`config.mk`:
```
export PLATFORM = sky130hd
export DESIGN_NAME = csela_wide_seq
export DESIGN_NICKNAME = d
export VERILOG_FILES = /design/src/rtl/csela_pkg.sv /design/src/rtl/csela32_cin.sv /design/src/rtl/csela_wide_seq.sv
export SDC_FILE = /design/constraint.sdc
export NUM_CORES = 1
export LEC_CHECK = 0
export ABC_AREA = 1
export CELL_PAD_IN_SITES_DETAIL_PLACEMENT = 1
export CELL_PAD_IN_SITES_GLOBAL_PLACEMENT = 1
export CORE_UTILIZATION = 34
export CTS_BUF_LIST = sky130_fd_sc_hd__clkbuf_8 sky130_fd_sc_hd__clkbuf_16
export DETAILED_ROUTE_END_ITERATION = 16
export HOLD_SLACK_MARGIN = 0.1
export PLACE_DENSITY = 0.75
export SYNTH_ARGS = -nofsm -noshare
export SYNTH_HDL_FRONTEND = slang
export SYNTH_SLANG_ARGS = --single-unit
```
`constraint.sdc`:
```
create_clock -name clk -period 4.29 [get_ports clk]
set_clock_uncertainty 0.15 [all_clocks]
set_input_delay 0.858 -clock clk [delete_from_list [all_inputs] [get_ports clk]]
set_output_delay 0.858 -clock clk [all_outputs]
set_load 0.005 [all_outputs]
```
`src/rtl/csela_pkg.sv`:
```
// rtl/csela_pkg.sv - shared constants and types for the wide add/subtract sequencer
package csela_pkg;

  localparam int WORD_W = 32;

  localparam logic OP_ADD = 1'b0;
  localparam logic OP_SUB = 1'b1;

  typedef enum logic [1:0] {
    IDLE = 2'd0,
    RUN  = 2'd1,
    DONE = 2'd2
  } state_t;

endpackage

```
`src/rtl/csela32_cin.sv`:
```
// rtl/csela32_cin.sv - combinational 32-bit carry-select adder with carry-in
module csela32_cin
  import csela_pkg::*;
(
  input  logic [WORD_W-1:0] a,
  input  logic [WORD_W-1:0] b,
  input  logic              cin,
  output logic [WORD_W-1:0] sum,
  output logic              cout
);

  localparam int NB = WORD_W / 4;

  logic [NB:0] c;

  assign c[0] = cin;

  // Each 4-bit block computes both carry-in outcomes; the incoming carry only drives muxes.
  for (genvar i = 0; i < NB; i++) begin : g_blk
    logic [4:0] r0;
    logic [4:0] r1;

    assign r0 = {1'b0, a[4*i +: 4]} + {1'b0, b[4*i +: 4]};
    assign r1 = {1'b0, a[4*i +: 4]} + {1'b0, b[4*i +: 4]} + 5'd1;

    assign sum[4*i +: 4] = c[i] ? r1[3:0] : r0[3:0];
    assign c[i+1]        = c[i] ? r1[4]   : r0[4];
  end

  assign cout = c[NB];

endmodule

```
`src/rtl/csela_wide_seq.sv`:
```
// rtl/csela_wide_seq.sv - multi-cycle wide add/subtract over one shared 32-bit adder
module csela_wide_seq
  import csela_pkg::*;
#(
  parameter int WORDS = 4
) (
  input  logic                    clk,
  input  logic                    rst,
  input  logic                    in_valid,
  output logic                    in_ready,
  input  logic                    op_sub,
  input  logic [WORD_W*WORDS-1:0] a,
  input  logic [WORD_W*WORDS-1:0] b,
  output logic                    out_valid,
  input  logic                    out_ready,
  output logic [WORD_W*WORDS-1:0] sum,
  output logic                    cout,
  output logic                    ovf,
  output logic                    busy
);

  localparam int W  = WORD_W * WORDS;
  localparam int KW = (WORDS > 1) ? $clog2(WORDS) : 1;
  localparam logic [KW-1:0] K_LAST = KW'(WORDS - 1);

  state_t state, state_n;

  logic [W-1:0]      a_r;
  logic [W-1:0]      b_r;
  logic              carry;
  logic [KW-1:0]     k;
  logic [W-1:0]      sum_r;
  logic              cout_r;
  logic              ovf_r;

  logic [WORD_W-1:0] slice_a;
  logic [WORD_W-1:0] slice_b;
  logic [WORD_W-1:0] slice_s;
  logic              slice_c;
  logic              is_last;

  assign slice_a = a_r[int'(k)*WORD_W +: WORD_W];
  assign slice_b = b_r[int'(k)*WORD_W +: WORD_W];
  assign is_last = (k == K_LAST);

  csela32_cin u_add (
    .a    (slice_a),
    .b    (slice_b),
    .cin  (carry),
    .sum  (slice_s),
    .cout (slice_c)
  );

  always_ff @(posedge clk) begin
    if (rst) begin
      state <= IDLE;
    end else begin
      state <= state_n;
    end
  end

  always_comb begin
    state_n = state;
    case (state)
      IDLE:    if (in_valid) state_n = RUN;
      RUN:     if (is_last) state_n = DONE;
      DONE:    if (out_ready) state_n = IDLE;
      default: state_n = IDLE;
    endcase
  end

  always_comb begin
    in_ready  = (state == IDLE);
    out_valid = (state == DONE);
    busy      = (state != IDLE);
  end

  // Subtract is a + ~b + 1: the carry register seeds the +1 on the first slice.
  always_ff @(posedge clk) begin
    if (rst) begin
      a_r    <= '0;
      b_r    <= '0;
      carry  <= 1'b0;
      k      <= '0;
      sum_r  <= '0;
      cout_r <= 1'b0;
      ovf_r  <= 1'b0;
    end else begin
      case (state)
        IDLE: begin
          if (in_valid) begin
            a_r   <= a;
            b_r   <= (op_sub == OP_SUB) ? ~b : b;
            carry <= op_sub;
            k     <= '0;
          end
        end
        RUN: begin
          sum_r[int'(k)*WORD_W +: WORD_W] <= slice_s;
          carry <= slice_c;
          k     <= k + KW'(1);
          if (is_last) begin
            cout_r <= slice_c;
            ovf_r  <= (a_r[W-1] == b_r[W-1]) && (slice_s[WORD_W-1] != a_r[W-1]);
          end
        end
        default: ;
      endcase
    end
  end

  assign sum  = sum_r;
  assign cout = cout_r;
  assign ovf  = ovf_r;

endmodule

```
==> flow_summary.ini <==
[synthesis]
synth_most_common_cell = nor2_1
yosys_warnings = 0
syn_area_per_cell_um2 = 7.53
synth_nets = 2781
synth.area.top_cells = dfxtp_1 42%, nor2_1 11%, o21ai_0 7.0%
syn-cell-area_um2 = 18600
synth_top_cell_by_area = dfxtp_1
yosysSeqAreaShare = 0.421
synth_seq_cells = 391
synth-edff-count = 0
synth_flop_cell = dfxtp_1
synthTopCellsByCount = 546 x nor2_1, 391 x dfxtp_1, 302 x nand2_1, 261 x o21ai_0, 179 x clkbuf_1
syn_inst = 2466
synthDistinctLibCells = 38
async_flop_share = 0
synth_top_cell_area_share = 0.421

[routing]
drtIter0Drc = 1022
first_pass_iters = 5
vias_per_cell = 5.10
drcViolationCount = 0
antenna_left = 0
dr_total_vias = 17800
drt_wl_total_um = 66600
wl_per_cell_um = 19.0

[cts]
insertion_delay_ns = 0.58
cts-hold-fix-buffers = 0
clock_path_buffers = 3
path_clk_slew_ns = 0.06
cts-root-buf = clkbuf_16
tritoncts = yes
htree_levels = 2
cts_made_buffers = 45
cts_num_sinks = 391

[worst_setup_path]
required_ns = 4.62
crit_slowest_cell = fa_1
worst_ep_arrival_time_ns = 4.38
crit_end = sum[121]
rr_startpoint = k[0]
setup.worst_path.start_class = register
path_common_cell = nand2_4
cp-startpoint = k[0]
cp_slowest_stage_delay_ns = 0.55
path_cells = clkinv_8 -> buf_12 -> o21ai_0 -> o22ai_1 -> ha_1 -> fa_1 -> ha_1 -> inv_1 -> nor2_1 -> nand3_1 -> xor2_1 -> nand3_2 -> nand2_4 -> nand2_4 -> nand2_4 -> nand2_2 -> nand3_4 -> nand2_8 -> o21ai_1 -> nand4_1 -> a21oi_1
worstSetupPathType = register to register
rrSetupSlack_ns = 0.23
worstReg2RegEnd = sum[121]
r2r_cells = 21
cp-end-kind = register
crit_path_max_fanout = 31

[cells_and_area]
post-route-util = 0.457
stdcell_count = 3494
nNetsFinal = 3077
drive_gt1_frac = 0.0652
fin_area_um2 = 24700
area_growth_syn_to_layout_pct = 32.7

[die]
ioPinCount = 394
die_h_um = 236
fp.coreArea_um2 = 53900
fp.dieW_um = 236
start_util = 0.344
std_cell_rows = 85
dieArea_um2 = 55600

[power_and_ir_drop]
power_mw = 10.7
ir_drop_uv = 265
powerDensity_nw_per_um2 = 433
total_leakage_power_nw = 9.30

[timing]
min_period_ns = 4.06
relSlewSlack = 0.138
fmax_mhz = 246
slew_viol_final = 0
period_share = 0.946
finalHoldViolations = 0
tightest_slew_ns = 1.29
worst_slack_ns = 0.233
rsz0062_at_grt = true
finalSetupViolations = 0

[placed_design]
placed_cells_incl_taps = 3407
place_area_um2 = 23200
pre_cts_ws_ns = 0.200
dp_hpwl_um = 48500
place_congestion = 0.863
portBuffers = 393

[global_routing]
grt_pass1_vias = 18200
grt_usage = 0.233
grt_first_pass_wirelength_um = 103000
antenna_found_initial = 10
gr-total-overflow = 0
grt_start_max_net_pins = 227

[job]
maxCapViolCount = 0

[hold_path]
hold_path_class = register to register

[run_status]
status = finished clean
[worst min path at each step]
stage          startpoint        to  slack, ns  cells after the start
2_1_floorplan     a_r[32]   a_r[32]       0.30                      2
3_3_place_gp      sum[83]   sum[83]       0.30                      2
3_5_place_dp     sum[115]  sum[115]       0.31                      2
4_1_cts          sum[115]  sum[115]       0.32                      2
5_1_grt           sum[31]   sum[31]       0.33                      2
6_report         sum[115]  sum[115]       0.31                      2
[stage by stage]
stage          TNS [ns]  hold WS, ns
2_1_floorplan         0        0.300
3_3_place_gp          0        0.303
3_5_place_dp          0        0.307
4_1_cts               0        0.316
5_1_grt          -0.128        0.332
6_report              0        0.315
[cell families (layout without fill, tap and decap cells)]
group,count (synthesis),in the layout,synth area share
AND/OR/NAND/NOR,983,983,0.220
AO/OA/AOI/OAI,611,611,0.189
flip-flops,391,391,0.421
buffers and inverters,266,592,0.0542
XOR/XNOR,161,161,0.0759
adder cells (fa/ha/maj),54,54,0.0396
other,0,6,0
[sequential cells by signal, summed over array words and instances, names as in the netlist]
signal,count
a_r,128
b_r,128
sum,128
k,2
state,2
carry,1
cout,1
ovf,1
[cells in the final DEF (no fill, tap or decap), types with 10 or more instances in the layout]
| cell type | netlist | routed |
|---|---|---|
| o22ai_1 | 64 | 62 |
| o21ai_0 | 261 | 252 |
| nor3_1 | 18 | 18 |
| a21oi_1 | 138 | 137 |
| nand2_4 | 10 | 11 |
| nor2_1 | 546 | 543 |
| xor2_1 | 25 | 25 |
| nand3_2 | 13 | 10 |
| nand3_1 | 65 | 65 |
| buf_4 | 0 | 32 |
| a211oi_1 | 127 | 127 |
| ha_1 | 46 | 44 |
| nand2_1 | 302 | 301 |
| buf_12 | 0 | 11 |
| clkbuf_16 | 0 | 45 |
| xnor2_1 | 136 | 136 |
| inv_1 | 71 | 82 |
| dfxtp_1 | 391 | 389 |
| clkdlybuf4s50_1 | 0 | 391 |
[where the power goes]
| group | total (mW) | internal, mW | switching (mW) |
|---|---|---|---|
| Combinational | 3.03 | 1.14 | 1.89 |
| Clock | 3.60 | 2.04 | 1.56 |
| Sequential | 4.04 | 3.89 | 0.152 |
[what timing repair did]
| item | CTS | global route |
|---|---|---|
| setup buffers | 0 | 3 |
| setup endpoints to repair | 0 | 43 |
| hold endpoints to repair | 0 | 0 |
| resized for setup | 0 | 28 |
[final cells by class]
type	count	area (µm²)
antenna	6	15.0
timing repair inverter	1	8.76
inverter	75	303
sequential	391	7830
multi-input combinational	1809	9840
clock inverter	24	123
clock buffer	53	1240
fill	6485	29300
timing repair buffer	439	4430
tap	696	871
[layer usage]
layer  vias to the layer above  share of wire  GRT usage  routed length, µm
met5                         -              0          0                  0
met4                         0          0.017     0.0606               1130
met3                        72          0.053     0.0364               3520
met2                       465           0.46      0.379              30400
met1                      8495           0.47      0.318              31500
li1                       8795              -          -                  -
[critical path: cells and delay by family (launching register included)]
kind / cells / cell delay, ns
buf+inv: 3 / 0.34
compound gates: 4 / 0.74
fa+ha+maj: 3 / 0.93
simple gates: 10 / 1.17
flops: 1 / 0.43
xor+xnor: 1 / 0.18
Power figures use the tool's default switching activity.
==> edit (same flow settings) <==
The parameter `WORDS` goes from 4 to 2.
--- a/src/rtl/csela_wide_seq.sv
+++ b/src/rtl/csela_wide_seq.sv
@@ -2,7 +2,7 @@
 module csela_wide_seq
   import csela_pkg::*;
 #(
-  parameter int WORDS = 4
+  parameter int WORDS = 2
 ) (
   input  logic                    clk,
   input  logic                    rst,
Ports: changed (resized a, b and sum); port bits go from 394 to 202. The function was not compared with the original's and may differ.
==> edit against the original RTL <==
  * Combinational power is 54% lower
  * Setup slack gained 0.12 ns
  * Wire length decreased by 55%
  * First-iteration DRC count down 61%
  * Sequential cell count down 193
  * Cell area shrank 48%
  * Synthesized cell count shrank 47%
  * Hold slack worse by 0.015 ns
  * Clock power is 55% lower
  * Power down 52%
  * Critical endpoint is now sum[59]
  * Cell count down 47%
  * Area after synthesis fell by 46%
==> edit: results (changes against the original RTL) <==
Run status
  • Run status: complete, no violations

Critical path
  • Critical path data arrival time: 4.08 ns (-0.30 ns)
  • Start point of the critical path: is_last
  • R2R depth: 23 (+9.5%)
  • CP Max Fanout: 14 (-55%)
  • Worst setup path end: sum[59]
  • Worst path max stage delay: 0.51 ns (-0.04 ns)

Global route
  • First-pass GRT wire length: 49.0 mm (-52%)
  • Met3 Use GR: 2.79% (-0.85 points)
  • Met2 Use GR: 35.0% (-3.0 points)
  • Largest net degree at the start of global routing: 98 (-57%)
  • Vias in the first global route: 9,249 (-49%)
  • Initial antenna violation count: 0 (-10)
  • GR met1 Demand/Resource: 26.7% (-5.2 points)
  • Total track usage: 20.5% (-2.8 points)

Placed design
  • Post-Place Setup Slack: 0.240 ns (+0.0393 ns)
  • Post-DP Area: 0.0123 sq mm (-47%)
  • Gpl congestion: 0.836 (-3.1%)

Detailed routing
  • Vias/cell: 4.84 (-5.2%)
  • Routed len/inst: 16.2 microns (-15%)
  • Routed WL: 30.1 mm (-55%)
  • Initial drt markers: 403 (-61%)

Clock tree
  • Worst-path clk slew: 0.08 ns (+0.02 ns)
  • Clock tree buffer depth: 2 (-1)
  • Htree depth: 4 (+2)

Power
  • Pleak: 5.39 nW (-42%)
  • Max IR drop VDD: 0.000253 V (-4.6%)
  • Sequential power share: 41.0% (+3.1 points)
  • Comb pwr: 1.40 mW (-54%)
  • Gate power share: 27.3% (-1.1 points)
  • Net Sw Frac: 33.4% (-0.44 points)

Timing
  • Hold WS: 0.300 ns (-0.0147 ns)
  • Setup WS post-layout: 0.353 ns (+0.120 ns)
  • Headroom to the max-slew limit: 31.9% (+18 points)

Synth
  • Post-synthesis sequential area ratio: 39.7% (-2.4 points)
  • Most frequent cells after synthesis: dfxtp_1 (198), o21ai_0 (189), nor2_1 (186)
  • Distinct cell type count after synthesis: 36 (-5.3%)
  • Top cells by area in the synthesized netlist: dfxtp_1 (40%), o21ai_0 (9.5%), nor2_1 (7.0%)
  • Adder-cell area share of the yosys netlist: 6.62% (+2.7 points)
  • Xor/xnor share of the synthesized area: 8.95% (+1.4 points)
  • Mapped Avg Cell Area: 7.62 sq um (+1.1%)
  • Mux cell area share after synthesis: 0.213% (+0.21 points)

Layout
  • Ant. Diodes: 0 (-6)
  • Final net count: 1,643 (-47%)
  • Share of cells above drive strength 1: 5.76% (-0.76 points)

Hold path
  • Worst hold start: b_r[10]
  • Hold Crit Endpoint: b_r[10]
[edit: cell types whose count changed in the layout (fill, tap and decap cells not counted), sizes merged, moves of 18 or more]
| cell | before | now |
|---|---|---|
| a211oi | 127 | 31 |
| a21oi | 144 | 95 |
| buf | 46 | 13 |
| clkbuf | 55 | 18 |
| clkdlybuf4s50 | 391 | 200 |
| dfxtp | 391 | 198 |
| nand2 | 318 | 198 |
| nand3 | 81 | 45 |
| nor2 | 553 | 187 |
| nor3 | 20 | 2 |
| o21ai | 262 | 189 |
| o22ai | 64 | 0 |
| xnor2 | 136 | 48 |
| xor2 | 25 | 54 |
[edit: routing by layer]
layer | wire (microns) | vias to the layer above
met5 | 0 | -
met4 | 595 | 0
met3 | 901 | 27
met2 | 14500 | 170
met1 | 14200 | 4211
li1 | - | 4581
[edit: final cells by class]
type	count	area, sq um
fill	3476	15800
multi-input combinational	935	5370
sequential	198	3970
timing repair buffer	214	2160
tap	384	480
clock buffer	17	425
inverter	96	367
clock inverter	15	166
